<file path="src/rtl/imem_loader.sv">
// Boot-time instruction-memory loader: takes a byte stream with a 16-bit big-endian
// word-count header and writes big-endian 32-bit words, holding the core in reset meanwhile.
module imem_loader #(
  parameter int ADDR_W = 8,
  parameter int DEPTH  = 256
) (
  input  logic              clk_i,
  input  logic              rst_ni,
  input  logic              start_i,
  input  logic [7:0]        in_data_i,
  input  logic              in_valid_i,
  output logic              in_ready_o,
  output logic              mem_we_o,
  output logic [ADDR_W-1:0] mem_addr_o,
  output logic [31:0]       mem_wdata_o,
  output logic              busy_o,
  output logic              done_o,
  output logic              err_o,
  output logic              cpu_hold_o,
  output logic [15:0]       word_count_o
);

  typedef enum logic [2:0] {
    S_IDLE,
    S_LEN_HI,
    S_LEN_LO,
    S_BYTE,
    S_WRITE
  } state_e;

  state_e            state_q;
  logic              in_ready_q;
  logic              mem_we_q;
  logic [ADDR_W-1:0] mem_addr_q;
  logic [31:0]       mem_wdata_q;
  logic              busy_q;
  logic              done_q;
  logic              err_q;
  logic              cpu_hold_q;
  logic [15:0]       word_count_q;
  logic [1:0]        byte_cnt_q;

  logic              acc_d;
  logic [15:0]       len_d;
  logic              len_zero_d;
  logic              len_big_d;
  logic              last_d;

  assign acc_d      = in_valid_i && in_ready_q;
  // Full header as it will stand once the low byte lands this edge.
  assign len_d      = {word_count_q[15:8], in_data_i};
  assign len_zero_d = (len_d == 16'd0);
  assign len_big_d  = (32'(len_d) > 32'(DEPTH));
  assign last_d     = (32'(mem_addr_q) == (32'(word_count_q) - 32'd1));

  always_ff @(posedge clk_i) begin
    if (!rst_ni) begin
      state_q      <= S_IDLE;
      in_ready_q   <= 1'b0;
      mem_we_q     <= 1'b0;
      mem_addr_q   <= '0;
      mem_wdata_q  <= '0;
      busy_q       <= 1'b0;
      done_q       <= 1'b0;
      err_q        <= 1'b0;
      cpu_hold_q   <= 1'b1;
      word_count_q <= '0;
      byte_cnt_q   <= '0;
    end else begin
      case (state_q)
        S_IDLE: begin
          if (start_i) begin
            state_q    <= S_LEN_HI;
            in_ready_q <= 1'b1;
            done_q     <= 1'b0;
            err_q      <= 1'b0;
            mem_addr_q <= '0;
            byte_cnt_q <= '0;
            busy_q     <= 1'b1;
            cpu_hold_q <= 1'b1;
          end
        end
        S_LEN_HI: begin
          if (acc_d) begin
            word_count_q[15:8] <= in_data_i;
            state_q            <= S_LEN_LO;
          end
        end
        S_LEN_LO: begin
          if (acc_d) begin
            word_count_q[7:0] <= in_data_i;
            if (len_zero_d) begin
              state_q    <= S_IDLE;
              in_ready_q <= 1'b0;
              done_q     <= 1'b1;
              cpu_hold_q <= 1'b0;
              busy_q     <= 1'b0;
            end else if (len_big_d) begin
              // Oversized image: refuse it and keep the core parked.
              state_q    <= S_IDLE;
              in_ready_q <= 1'b0;
              err_q      <= 1'b1;
              busy_q     <= 1'b0;
            end else begin
              state_q <= S_BYTE;
            end
          end
        end
        S_BYTE: begin
          if (acc_d) begin
            // Byte k lands at bit offset 8*(3-k), i.e. MSB-first.
            mem_wdata_q[{~byte_cnt_q, 3'b000} +: 8] <= in_data_i;
            if (byte_cnt_q == 2'd3) begin
              byte_cnt_q <= '0;
              state_q    <= S_WRITE;
              in_ready_q <= 1'b0;
              mem_we_q   <= 1'b1;
            end else begin
              byte_cnt_q <= byte_cnt_q + 2'd1;
            end
          end
        end
        S_WRITE: begin
          mem_we_q <= 1'b0;
          if (last_d) begin
            state_q    <= S_IDLE;
            done_q     <= 1'b1;
            cpu_hold_q <= 1'b0;
            busy_q     <= 1'b0;
          end else begin
            mem_addr_q <= mem_addr_q + ADDR_W'(1);
            state_q    <= S_BYTE;
            in_ready_q <= 1'b1;
          end
        end
        default: state_q <= S_IDLE;
      endcase
    end
  end

  assign in_ready_o   = in_ready_q;
  assign mem_we_o     = mem_we_q;
  assign mem_addr_o   = mem_addr_q;
  assign mem_wdata_o  = mem_wdata_q;
  assign busy_o       = busy_q;
  assign done_o       = done_q;
  assign err_o        = err_q;
  assign cpu_hold_o   = cpu_hold_q;
  assign word_count_o = word_count_q;

endmodule

</file>
<file path="config.mk">
export PLATFORM = sky130hd
export DESIGN_NAME = imem_loader
export DESIGN_NICKNAME = d
export VERILOG_FILES = /design/src/rtl/imem_loader.sv
export SDC_FILE = /design/constraint.sdc
export NUM_CORES = 1
export LEC_CHECK = 0
export ABC_AREA = 1
export BUFFER_PORTS_ARGS = -buffer_cell sky130_fd_sc_hd__buf_2
export CAP_MARGIN = 20
export CORE_ASPECT_RATIO = 2
export CORE_MARGIN = 4
export CORE_UTILIZATION = 49
export CTS_CLUSTER_DIAMETER = 40
export CTS_CLUSTER_SIZE = 12
export DETAILED_ROUTE_END_ITERATION = 10
export PLACE_DENSITY = 0.82
export RECOVER_POWER = 50
export SLEW_MARGIN = 15
export SYNTH_ARGS = -nofsm -noshare
export SYNTH_HDL_FRONTEND = slang
export SYNTH_SLANG_ARGS = --single-unit
</file>
<file path="constraint.sdc">
create_clock -name clk_i -period 2.05 [get_ports clk_i]
set_input_delay 0.205 -clock clk_i [delete_from_list [all_inputs] [get_ports clk_i]]
set_output_delay 0.205 -clock clk_i [all_outputs]
set_load 0.01 [all_outputs]
</file>
Word level (Yosys, flattened, before mapping) --
Cells that the tools add are included.
Cells by class: $add $sub $neg 4, order comparisons 1, equality and inequality tests 17, shift-type cells 2, multiplexer cells 42, bitwise gates (word level) 1, reduce and logical (&&, ||, !) cells 20
Operators by type and width (count):
- $bwmux W32 | 1
- $eq A8 B32 Y1 | 1
- $shift A8 B7 Y32 const A | 1
- $shiftx A8 B7 Y32 | 1
- $ne A2 B2 Y1 const B | 10
- $reduce_and A5 Y1 | 4
- $mux W1 | 19
- $sub A16 B1 Y17 const B | 1
- $gt A16 B9 Y1 const B | 1
- $logic_not A16 Y1 | 1
- $mux W8 | 2
- $pmux W8 S2 | 1
- $mux W3 | 5
- $pmux W3 S5 | 1
- $mux W2 | 6
- $pmux W1 S3 | 3
- $reduce_and A3 Y1 | 3
- $add A8 B1 Y8 const B | 1
- $reduce_bool A2 Y1 | 4
- $neg A5 Y7 | 1
- $reduce_and A7 Y1 | 1
- $eq A3 B2 Y1 const B | 2
- $reduce_and A2 Y1 | 3
- $pmux W1 S2 | 2
- 12 further kinds | 12
Word-level totals: register bits 67, bits of input ports 12, output and inout bits 62, logic and storage cells 99

Longest topological paths before layout --
word-level depth 5, mapped depth 17, depth with buffers taken out 17

Worst setup path before layout --
Ideal clock, no wire load.
path kind reg-to-reg, start reg byte_cnt_q[0], end reg mem_wdata_q[16] (netlist: mem_wdata_o[16]), setup time 0.070 ns, arrival time 2.184 ns, data required time 1.980 ns, slack -0.205 ns, cell stages (with the launch flop) 9, buffers on the path 1, period minus slack after synthesis 2.255 ns, cells stage by stage dfxtp_1 -> inv_1 -> clkbuf_1 -> ha_1 -> inv_1 -> nor2_1 -> inv_1 -> or4_1 -> a21oi_1
On the way: cells in the longest elaborated chain, start to end 4, elaborated cells between the ends (all ways) 5, classes of those cells add/sub (1); shift (2); mux (1); bitwise (1)
Ends and longest elaborated chain:
- from (decl) | line 41 | logic [1:0] byte_cnt_q;
- from (signal assigned) | line 119 | byte_cnt_q <= byte_cnt_q + 2'd1;
- $not A2 Y2 (*) | line 112 | mem_wdata_q[{~byte_cnt_q, 3'b000} +: 8] <= in_data_i;
- $neg A5 Y7 (*) | line 112
- $shiftx A8 B7 Y32 / $shift A8 B7 Y32 (equally long branches) | line 112
- $bwmux W32 (*) | line 112
- to (signal, indexed assignment) | line 112
- to (decl) | line 35 | logic [31:0] mem_wdata_q;
Every way passes the cells marked *; elsewhere a longest branch is shown, timed or not. A chain may end at the register's enable or synchronous reset.

Final worst setup path --
start reg word_count_q[1] (netlist: word_count_o[1]), end reg state_q[0]
On the way: cells in the longest elaborated chain, start to end 4
Ends and longest elaborated chain:
- from (decl) | line 40 | logic [15:0] word_count_q;
- from (signal assigned) | line 91 | word_count_q[7:0] <= in_data_i;
- $sub A16 B1 Y17 | line 54 | assign last_d = (32'(mem_addr_q) == (32'(word_count_q) - 32'd1));
- $eq A8 B32 Y1 | line 54
- $mux W2 | line 125 | if (last_d) begin
- $pmux W3 S5 | line 70 | case (state_q)
- to (signal assigned) | line 58 | state_q <= S_IDLE;
- to (signal assigned) | line 73 | state_q <= S_LEN_HI;
- to (signal assigned) | line 126 | state_q <= S_IDLE;
- to (decl) | line 31 | state_e state_q;
Every way passes these cells.

==> summary.log <==
INFO  routing        num_vias=3811
INFO  global_routing gr-usage-all-layers=0.252
INFO  critical_path  r2r_start=word_count_o[1]$_SDFFE_PN0P_
INFO  sta            skew_final=7.79ps
INFO  global_routing wire_length_of_the_first_global_routing_pass=16.6mm
INFO  hold_path      hold_start=in_data_i[1]
INFO  synthesis      synth_top_area_cell=sky130_fd_sc_hd__dfxtp_1
INFO  routing        tritonroute_pass_1_iters=6
INFO  sta            max_freq=503MHz
INFO  clocking       cts_max_level=3
INFO  power          share_clk_of_total_power=0.348
INFO  hold_path      min-delay-path-class=in -> reg
INFO  synthesis      postSynthAreaPerCell=6.91um2
INFO  clocking       ctsRootBufferMaster=sky130_fd_sc_hd__clkbuf_16
INFO  sta            hold-worst-slack=223ps
INFO  synthesis      synth.cell_area=0.00351mm2
INFO  routing        drt_wl_total=10.5mm
INFO  hold_path      holdPathStages=3
INFO  power          powerDensity=963mW/mm2
INFO  layout         antenna_cells_inserted=0
INFO  synthesis      yosysSeqAreaShare=0.382
INFO  global_routing vias_in_the_first_global_route=3600
INFO  layout         area_added_between_synthesis_and_finish=28.6%
INFO  layout         drive_above_1_share=0.208
INFO  critical_path  startpoint_type=register
INFO  critical_path  crit_start=word_count_o[1]$_SDFFE_PN0P_
INFO  clocking       tritoncts.num_buffers=9
INFO  power          seq_power_share=0.340
INFO  layout         layout.nets=620
INFO  synthesis      synth-warning-count=0
INFO  sta            hold_viol=0
INFO  placed_design  finalWeightedCongestion=0.965
INFO  routing        drt_drc_violations_left=0
INFO  sta            post-route-min-period=1990ps
INFO  critical_path  path_class=reg -> reg
INFO  die            core=0.00694mm2
INFO  clocking       clkSinkCount=67
INFO  synthesis      synthesis.instances=508
INFO  sta            relSlewSlack=0.502
INFO  global_routing antenna_found_initial=0
INFO  die            die-width=67.9um
INFO  synthesis      syn_nets=527
INFO  layout         fillerInstances=600
INFO  clocking       clk_pin_slew=50ps
INFO  die            die_y=128um
INFO  clocking       cts_buffer_depth=2
INFO  global_routing grt_start_max_net_pins=46
INFO  routing        avgViaCountPerCell=5.48
INFO  synthesis      postSynthRegisterBits=67
INFO  die            floorplan.die_area=0.00867mm2
INFO  sta            timing.final.crit_share=0.970
INFO  sta            fin_setup_tns=0ps
INFO  clocking       insertion_delay=330ps
INFO  sta            timing.final.setup_violations=0
INFO  die            io_pins=74
INFO  synthesis      synth.distinct_cells=30
INFO  global_routing overflow_left_after_global_routing=0
INFO  routing        drt_first_iter_violations=412
INFO  power          power.leakage=1.94nW
INFO  critical_path  cp.arrival=2160ps
INFO  sta            transition_time_at_the_pin_with_the_least_slew_margin=746ps
INFO  routing        avgRoutedWirePerCell=15.1um
INFO  sta            slew_viol_final=0
INFO  power          power.share.switching=0.343
INFO  sta            grt_setup_unrepaired=true
INFO  power          p_sw=1.49mW
INFO  critical_path  worst_r2r_path_depth=16
INFO  critical_path  endpoint_kind=register
INFO  die            std_cell_rows=43
INFO  synthesis      post_synth_main_area_contributors=sky130_fd_sc_hd__dfxtp_1 (38%), sky130_fd_sc_hd__nand2_1 (11%), sky130_fd_sc_hd__a21oi_1 (6.6%)
INFO  power          power.ir.vdd_worst=645uV
INFO  job            max_capacitance_violation_total=0
INFO  power          total_power=4.35mW
INFO  synthesis      synth_largest_type_area_fraction=0.382
INFO  critical_path  crit_path_max_fanout=6
INFO  placed_design  port_buffers=73
INFO  power          power.combinational.fraction=0.312
INFO  clocking       tritoncts=done
INFO  die            initial_core_util=0.506
INFO  placed_design  dp_hpwl=7.73mm
INFO  critical_path  cp_data_required_time=2230ps
INFO  power          p_int=2.86mW
INFO  outcome        run_status=complete, no violations
INFO  routing        drt.antenna.violating_nets=0
-- worst paths after layout --
kind / end / slack [ps]
max: state_q[0]$_SDFFE_PN0P_ / 60
min: mem_wdata_o[1]$_SDFFE_PN0P_ / 220
max reg2reg: state_q[0]$_SDFFE_PN0P_ / 60
min reg2reg: done_o$_SDFFE_PN0P_ / 450
-- critical path, cell delays in order (launching register included) --
cell and delay (ps):
sky130_fd_sc_hd__dfxtp_4 360, sky130_fd_sc_hd__inv_2 70, sky130_fd_sc_hd__ha_4 180, sky130_fd_sc_hd__nand3_2 110, sky130_fd_sc_hd__inv_2 80, sky130_fd_sc_hd__nand2_1 50, sky130_fd_sc_hd__nand2_1 60, sky130_fd_sc_hd__nand2_1 50
sky130_fd_sc_hd__nor2_1 90, sky130_fd_sc_hd__nand2_1 90, sky130_fd_sc_hd__nor2_4 150, sky130_fd_sc_hd__nand2_2 80, sky130_fd_sc_hd__nand2_4 130, sky130_fd_sc_hd__buf_6 130, sky130_fd_sc_hd__nand3_1 60, sky130_fd_sc_hd__nand2_1 60
sky130_fd_sc_hd__a21oi_1 60
-- kinds of logic after synthesis --
kind of cell,count (synthesis),share of synthesized area
buffers and inverters,80,0.0887
xor gates and xnor gates,13,0.0324
AOI/OAI and AO/OA,104,0.167
adders and majority gates,7,0.0249
and+or+nand+nor,237,0.305
DFF,67,0.382
-- flip-flops by register name (all words and copies together), names as in the netlist --
register	flops
cpu_hold_o	1
err_o	1
done_o	1
mem_we_o	1
word_count_o	16
state_q	3
busy_o	1
in_ready_o	1
mem_addr_o	8
byte_cnt_q	2
mem_wdata_o	32
-- power by group through the flow --
stage	clock [mW]	sequential (mW)	combinational [mW]
4_1_cts	1.54	1.46	1.28
2_1_floorplan	0	1.51	0.897
5_1_grt	1.60	1.49	1.52
3_3_place_gp	0	1.49	1.24
6_report	1.52	1.48	1.36
3_5_place_dp	0	1.49	1.27
-- cell usage after synthesis, drive strengths merged --
master	count
xor2	6
clkinv	3
a21oi	47
a211oi	17
nand3	31
nor2	66
buf	3
xnor2	7
ha	7
nand3b	2
or3	16
or4	2
a22oi	1
a31oi	14
nand4	5
clkbuf	11
o21ai	25
nor3	6
inv	63
nand2	109
dfxtp	67
-- layer usage --
metal / up-vias / GRT usage / wire length, um
li1: 1862 / - / -
met3: 46 / 0.0421 / 510
met1: 1749 / 0.261 / 3670
met5: - / 0 / 0
met2: 154 / 0.457 / 5720
met4: 0 / 0.141 / 589
-- through the flow --
| step | setup slack (ps) | instance area, um2 | utilization | instances |
|---|---|---|---|---|
| finish | 62.2 | 4520 | 0.651 | 695 |
| global route | -50.8 | 4520 | 0.651 | 695 |
| CTS | 12.9 | 4370 | 0.630 | 690 |
| detailed placement | 4.79 | 4080 | 0.587 | 675 |
| global placement | 55.0 | 4080 | 0.587 | 675 |
| floorplan | 15.2 | 3530 | - | 508 |
-- placed cells by master (no fill, tap or decap), types with 5 or more instances in the layout --
cell / Yosys / final
sky130_fd_sc_hd__nand3_1: 31 / 28
sky130_fd_sc_hd__xor2_1: 6 / 6
sky130_fd_sc_hd__buf_4: 0 / 21
sky130_fd_sc_hd__nor2_1: 57 / 48
sky130_fd_sc_hd__dfxtp_1: 67 / 56
sky130_fd_sc_hd__clkbuf_16: 0 / 9
sky130_fd_sc_hd__dfxtp_2: 0 / 9
sky130_fd_sc_hd__nor3_1: 6 / 6
sky130_fd_sc_hd__nor2_4: 3 / 11
sky130_fd_sc_hd__a31oi_1: 14 / 14
sky130_fd_sc_hd__nor2_2: 6 / 7
sky130_fd_sc_hd__a211oi_1: 17 / 17
sky130_fd_sc_hd__xnor2_1: 7 / 7
sky130_fd_sc_hd__nand2_2: 6 / 7
sky130_fd_sc_hd__inv_1: 59 / 57
sky130_fd_sc_hd__clkbuf_1: 10 / 39
sky130_fd_sc_hd__nand2_1: 101 / 98
sky130_fd_sc_hd__buf_2: 2 / 36
sky130_fd_sc_hd__inv_2: 4 / 6
sky130_fd_sc_hd__a21oi_1: 46 / 44
sky130_fd_sc_hd__nand4_1: 5 / 5
sky130_fd_sc_hd__or3_1: 16 / 16
sky130_fd_sc_hd__ha_1: 7 / 5
sky130_fd_sc_hd__o21ai_0: 23 / 23
-- repair_timing --
| action | in CTS | in global routing |
|---|---|---|
| endpoints found under the setup margin | 2 | 30 |
| buffers inserted | 0 | 5 |
| gates resized for setup | 1 | 48 |
| pin swaps | 0 | 17 |
| endpoints found under the hold margin | 0 | 0 |
| hold buffers | 0 | 0 |
-- layout make-up --
type	count	area (um2)	area share
Clock inverter	2	35.0	0.00775
Sequential cell	67	1360	0.301
Timing Repair Buffer	96	499	0.110
Inverter	66	248	0.0548
Clock buffer	13	260	0.0576
Multi-Input combinational cell	361	2000	0.443
Tap cell	90	113	0.0249
Power figures use the tool's default switching activity.
